`src/rtl/mem_wb_stage.sv`:
```
// =============================================================================
// Module      : mem_wb_stage
// Description : MEM/WB pipeline register with load alignment and a wait state
//               for slow data memory. Optional macro WB_FWD_EN adds
//               writeback-to-decode forwarding hit outputs.
// Revision    : 1.0 - initial release
// =============================================================================
`default_nettype none

module mem_wb_stage (
    input  logic        CLK,
    input  logic        RESET,
    input  logic        STALL,
    input  logic        FLUSH,
    input  logic        MEM_VALID,
    input  logic        MEM_REGWRITE,
    input  logic [4:0]  MEM_RD,
    input  logic [1:0]  MEM_WBSEL,
    input  logic [2:0]  MEM_FUNCT3,
    input  logic [31:0] MEM_ALU_RESULT,
    input  logic [31:0] MEM_PC4,
    input  logic [31:0] DMEM_RDATA,
    input  logic        DMEM_BUSY,
`ifdef WB_FWD_EN
    input  logic [4:0]  ID_RS1,
    input  logic [4:0]  ID_RS2,
    output logic        FWD1_HIT,
    output logic        FWD2_HIT,
`endif
    output logic [31:0] WB_DATA,
    output logic [4:0]  WB_RD,
    output logic        WB_WRITE,
    output logic        WB_HIT,
    output logic        WB_BUSY
);

    localparam logic [0:0] S_IDLE     = 1'b0;
    localparam logic [0:0] S_WAIT_MEM = 1'b1;

    logic [0:0]  state;
    logic [0:0]  state_next;
    logic        valid_q;
    logic        regwrite_q;
    logic [4:0]  rd_q;
    logic [1:0]  offset_q;
    logic [2:0]  funct3_q;
    logic [31:0] data_q;
    logic [31:0] capture_data;
    logic        capture;
    logic        load_stalls;

    function automatic logic [31:0] align_load(
        input logic [31:0] word,
        input logic [1:0]  offset,
        input logic [2:0]  funct3
    );
        logic [7:0]  b;
        logic [15:0] h;
        b = word[{offset, 3'b000} +: 8];
        h = offset[1] ? word[31:16] : word[15:0];
        case (funct3)
            3'b000:  align_load = {{24{b[7]}}, b};
            3'b100:  align_load = {24'd0, b};
            3'b001:  align_load = {{16{h[15]}}, h};
            3'b101:  align_load = {16'd0, h};
            default: align_load = word;
        endcase
    endfunction

    assign capture     = (state == S_IDLE) && !FLUSH && !STALL;
    assign load_stalls = MEM_VALID && (MEM_WBSEL == 2'b01) && DMEM_BUSY;

    always_comb begin
        capture_data = MEM_ALU_RESULT;
        case (MEM_WBSEL)
            2'b01:   capture_data = align_load(DMEM_RDATA, MEM_ALU_RESULT[1:0], MEM_FUNCT3);
            2'b10:   capture_data = MEM_PC4;
            default: capture_data = MEM_ALU_RESULT;
        endcase
    end

    // State register
    always_ff @(posedge CLK) begin
        if (RESET) begin
            state <= S_IDLE;
        end else begin
            state <= state_next;
        end
    end

    // Next-state logic
    always_comb begin
        state_next = state;
        if (FLUSH) begin
            state_next = S_IDLE;
        end else if (state == S_IDLE) begin
            if (!STALL && load_stalls) begin
                state_next = S_WAIT_MEM;
            end
        end else begin
            if (!DMEM_BUSY) begin
                state_next = S_IDLE;
            end
        end
    end

    // Output logic
    always_comb begin
        WB_HIT   = valid_q && (state == S_IDLE);
        WB_BUSY  = (state == S_WAIT_MEM);
        WB_WRITE = WB_HIT && regwrite_q && (rd_q != 5'd0);
    end

    // Stage datapath; a stalled load keeps its byte offset and funct3 for the late data
    always_ff @(posedge CLK) begin
        if (RESET) begin
            valid_q    <= 1'b0;
            regwrite_q <= 1'b0;
            rd_q       <= 5'd0;
            offset_q   <= 2'd0;
            funct3_q   <= 3'd0;
            data_q     <= 32'd0;
        end else if (FLUSH) begin
            valid_q <= 1'b0;
        end else if (capture) begin
            valid_q    <= MEM_VALID;
            regwrite_q <= MEM_REGWRITE;
            rd_q       <= MEM_RD;
            offset_q   <= MEM_ALU_RESULT[1:0];
            funct3_q   <= MEM_FUNCT3;
            if (!load_stalls) begin
                data_q <= capture_data;
            end
        end else if ((state == S_WAIT_MEM) && !DMEM_BUSY) begin
            data_q <= align_load(DMEM_RDATA, offset_q, funct3_q);
        end
    end

    assign WB_DATA = data_q;
    assign WB_RD   = rd_q;

`ifdef WB_FWD_EN
    assign FWD1_HIT = WB_WRITE && (ID_RS1 == rd_q);
    assign FWD2_HIT = WB_WRITE && (ID_RS2 == rd_q);
`endif

endmodule

`default_nettype wire

```
`config.mk`:
```
export PLATFORM = sky130hd
export DESIGN_NAME = mem_wb_stage
export DESIGN_NICKNAME = d
export VERILOG_FILES = /design/src/rtl/mem_wb_stage.sv
export SDC_FILE = /design/constraint.sdc
export NUM_CORES = 1
export LEC_CHECK = 0
export BUFFER_PORTS_ARGS = -buffer_cell sky130_fd_sc_hd__buf_2
export CORE_MARGIN = 2
export CORE_UTILIZATION = 30
export CTS_CLUSTER_DIAMETER = 40
export DETAILED_ROUTE_END_ITERATION = 8
export GPL_ROUTABILITY_DRIVEN = 0
export GPL_TIMING_DRIVEN = 0
export SYNTH_ARGS = -nofsm -noshare
export SYNTH_HDL_FRONTEND = slang
export SYNTH_SLANG_ARGS = --single-unit
```
`constraint.sdc`:
```
create_clock -name CLK -period 1.8 [get_ports CLK]
set_input_delay 0.09 -clock CLK [delete_from_list [all_inputs] [get_ports CLK]]
set_output_delay 0.09 -clock CLK [all_outputs]
set_load 0.005 [all_outputs]
```
==> impl_metrics.tcl <==
set metrics [dict create \
    clk_root_buffer_cell "clkbuf_16" \
    end_kind "flip-flop" \
    outcome "finished, violations left" \
    overall_power_consumption_uw 3120 \
    wp_data_arrival_ns 2.08 \
    synth_nets 650 \
    area_delta_synth_final_pct 34.6 \
    floorplan.die_area_um2 13500 \
    postSynth.topFlopCell "dfxtp_1" \
    ys_seq_area_frac 0.238 \
    vias_in_the_first_global_route 5039 \
    seqPwrFrac 0.355 \
    grt_first_pass_wirelength_um 26900 \
    io_pins 153 \
    dp_hpwl_um 13200 \
    slew_headroom 0.503 \
    initialDrtViolationCount 714 \
    setup-violations-final 8 \
    p_per_area_nw_per_um2 612 \
    setup_slack_ns -0.0571 \
    timing.critical_path.to "WB_DATA[28]" \
    final-hold-violation-count 0 \
    routed_wire_per_std_cell_um 20.4 \
    worstReg2RegStart "WB_BUSY" \
    final_util 0.409 \
    max_slew.worst_pin.slew_ns 0.745 \
    capturing_point_of_the_worst_reg2reg_path "WB_DATA[28]" \
    postSynthCellCount 535 \
    antenna_violations_before_repair 0 \
    grt_start_max_net_pins 17 \
    synth.avg_cell_area_um2 7.07 \
    p_sw_frac 0.359 \
    core-area_um2 12500 \
    worst-path-max-fanout 10 \
    worst_skew_pair.late_latency_ns 0.30 \
    cts-buffers-inserted 5 \
    rsz0062_at_grt "true" \
    post-route-drc-count 0 \
    starting_utilization_of_the_core_area 0.304 \
    reg2reg_setup_slack_ns -0.06 \
    synth-simple-area-share 0.161 \
    violations "negative setup slack" \
    die_width_um 116 \
    synth-adder-area-share 0.00661 \
    asyncSetResetFlopFracSynth 0 \
    ant_nets 0 \
    max_cap_violations 0 \
    clock_tree.htree_level_count 2 \
    worst_hold_slack_ns 0.0325 \
    layout-drive-gt1-share 0.311 \
    clkSinkCount 45 \
    vdd_drop_max_uv 346 \
    synth_top_family_by_area "compound AO/OA/AOI/OAI gates" \
    detailroute.via_count 5231 \
    post_synthesis_share_of_cell_area_spent_on_xor_and_xnor_gates 0 \
    part_of_the_power_in_combinational_logic 0.341 \
    final_nets 811 \
    post-route-period-util 1.03 \
    fmax_mhz 538 \
    core.rowCount 41 \
    worst_setup_path_start_kind "flip-flop" \
    switching_power_uw 1120 \
    die_h_um 116 \
    fraction_of_synthesized_area_in_multiplexers 0.0526 \
    finalCriticalPeriod_ns 1.86 \
    ys_ff_latch 45 \
    ctsLongestPathBuffers 2 \
    power_leakage_uw 0.00211 \
    firstDrtPassIters 6 \
    grt_remaining_overflow 0 \
    unique_cell_type_count_in_the_yosys_netlist 49 \
    worst-endpoint-required_ns 2.02 \
    reg2regPathDepth 6 \
    clk_pin_slew_worst_paths_ns 0.07 \
    postRouteWirelength_um 17700 \
    power.share.clock 0.303 \
    antenna_cells 0 \
    critPathLaunch "WB_BUSY" \
    internal_power_uw 2000 \
    viasPerCell 6.02 \
    number_of_i_o_port_buffers 151 \
    cts_tree "yes" \
    ys_warnings 0 \
    grt.total_usage 0.258 \
    final_max_slew_viol_count 0 \
    synthesis.area_um2 3780 \
    synth-edff-count 0 \
    timing_worst_setup_path_type "reg2reg" \
    min-delay-path-class "in2reg" \
    clock-skew-final_ns 0.00761 \
    synth_compound_gate_area_share 0.467 \
]
==> power groups by stage <==
stage | logic, uW | clock network (uW) | registers (uW)
6_report | 1060 | 945 | 1110
3_5_place_dp | 976 | 0 | 1130
3_3_place_gp | 962 | 0 | 1130
5_1_grt | 1150 | 979 | 1110
2_1_floorplan | 526 | 0 | 1130
4_1_cts | 1010 | 946 | 1110
==> worst max-delay path, stage by stage, from the launching register on <==
cell and delay (ns):
dfxtp_4 0.36, or3_4 0.37, or3_4 0.36, o22ai_4 0.18
buf_6 0.18, o221ai_1 0.12, a31oi_1 0.22
==> registers in the layout, summed over array words and instances (netlist names) <==
name and flops:
funct3_q 3, WB_RD 5, WB_BUSY 1, valid_q 1
regwrite_q 1, offset_q 2, WB_DATA 32
==> cells by family after synthesis <==
family / Yosys count
AO/OA/AOI/OAI: 266
adder cells (fa/ha/maj): 2
buffers and inverters: 71
flip-flops: 45
multiplexers: 19
AND/OR/NAND/NOR: 132
==> stage by stage <==
step / TNS [ns] / cell area, um2 / instances / worst slack, ns
global route: -0.883 / 5090 / 869 / -0.133
global placement: -21.46 / 4760 / 858 / -0.777
finish: -0.199 / 5090 / 869 / -0.0571
detailed placement: -22.54 / 4760 / 858 / -0.745
floorplan: 0 / 3780 / 535 / 0.0531
CTS: -0.0521 / 5000 / 867 / -0.0165
==> layout make-up <==
| cell class | count | area [um2] |
|---|---|---|
| Buffer | 49 | 235 |
| Clock buffer | 7 | 133 |
| Clock inverter | 1 | 7.51 |
| Fill cell | 1305 | 7370 |
| Inverter | 19 | 75.1 |
| Multi-Input combinational cell | 419 | 2690 |
| Sequential cell | 45 | 908 |
| Tap cell | 172 | 215 |
| Timing Repair Buffer | 157 | 826 |
==> placed cells by master, fill, tap and decap left out, types with 4 or more instances in the layout <==
| cell type | n |
|---|---|
| nor2_1 | 26 |
| buf_4 | 9 |
| a22oi_1 | 4 |
| nand2b_1 | 4 |
| nor3_1 | 5 |
| nand2_1 | 64 |
| o221ai_1 | 18 |
| clkbuf_1 | 25 |
| o221ai_2 | 5 |
| clkbuf_16 | 5 |
| dfxtp_1 | 41 |
| a211oi_1 | 8 |
| a21oi_1 | 56 |
| mux2i_1 | 12 |
| nor2b_1 | 6 |
| o22ai_1 | 11 |
| o21ai_0 | 58 |
| o21ai_1 | 5 |
| clkbuf_2 | 10 |
| a221oi_1 | 6 |
| inv_1 | 18 |
| o21a_1 | 6 |
| mux2_2 | 7 |
| a22o_1 | 16 |
| o32ai_1 | 14 |
| a31oi_1 | 23 |
| buf_2 | 158 |
| o21bai_1 | 6 |
| and2_1 | 17 |
| o211ai_1 | 7 |
==> cell usage after synthesis, types with 2 or more instances <==
cell type,instances,area [um2]
a221oi_1,7,61.3
a22oi_1,5,37.5
ha_1,2,25.0
o21bai_1,6,45.0
buf_1,5,18.8
a211oi_1,8,60.1
o221ai_1,23,201
a22o_1,16,140
mux2_2,7,78.8
o32ai_1,14,123
buf_2,6,30.0
nor4b_1,2,17.5
o211ai_1,7,52.6
o2bb2ai_1,2,17.5
a311oi_1,3,26.3
a2111oi_0,3,26.3
a21o_1,3,22.5
a21oi_1,57,285
and2_1,17,106
o22ai_1,11,68.8
a221o_1,2,20.0
mux2i_1,12,120
o21ai_0,62,310
inv_1,18,67.6
clkbuf_1,39,146
dfxtp_1,45,901
nor2b_1,6,37.5
a31oi_1,23,144
nand2_1,64,240
nor3_1,6,30.0
o21a_1,6,45.0
nand2b_1,6,37.5
nor2_1,26,97.6
==> metal layers <==
layer / vias up / global-route usage / part of all wire
met3: 68 / 0.0638 / 0.12
met5: - / 0 / 0
met1: 2436 / 0.335 / 0.40
li1: 2368 / - / -
met4: 0 / 0.0968 / 0.035
met2: 359 / 0.414 / 0.45
==> worst min-delay path by stage <==
| stage | startpoint | end | slack (ns) | depth (start not counted) |
|---|---|---|---|---|
| floorplan | FLUSH | WB_BUSY | 0.17 | 1 |
| global placement | MEM_RD[2] | WB_RD[2] | 0.33 | 3 |
| detailed placement | MEM_RD[3] | WB_RD[3] | 0.34 | 3 |
| CTS | MEM_RD[4] | WB_RD[4] | 0.03 | 3 |
| global route | MEM_RD[2] | WB_RD[2] | 0.04 | 3 |
| finish | MEM_RD[3] | WB_RD[3] | 0.03 | 3 |
==> timing repair <==
item / CTS / global route
setup buffers: 3 / 3
hold endpoints to repair: 0 / 0
endpoints found under the setup margin: 43 / 29
resized for setup: 26 / 34
pin swaps: 5 / 14
hold buffers: 0 / 0
Note: power is estimated with default switching activity, not from simulation.
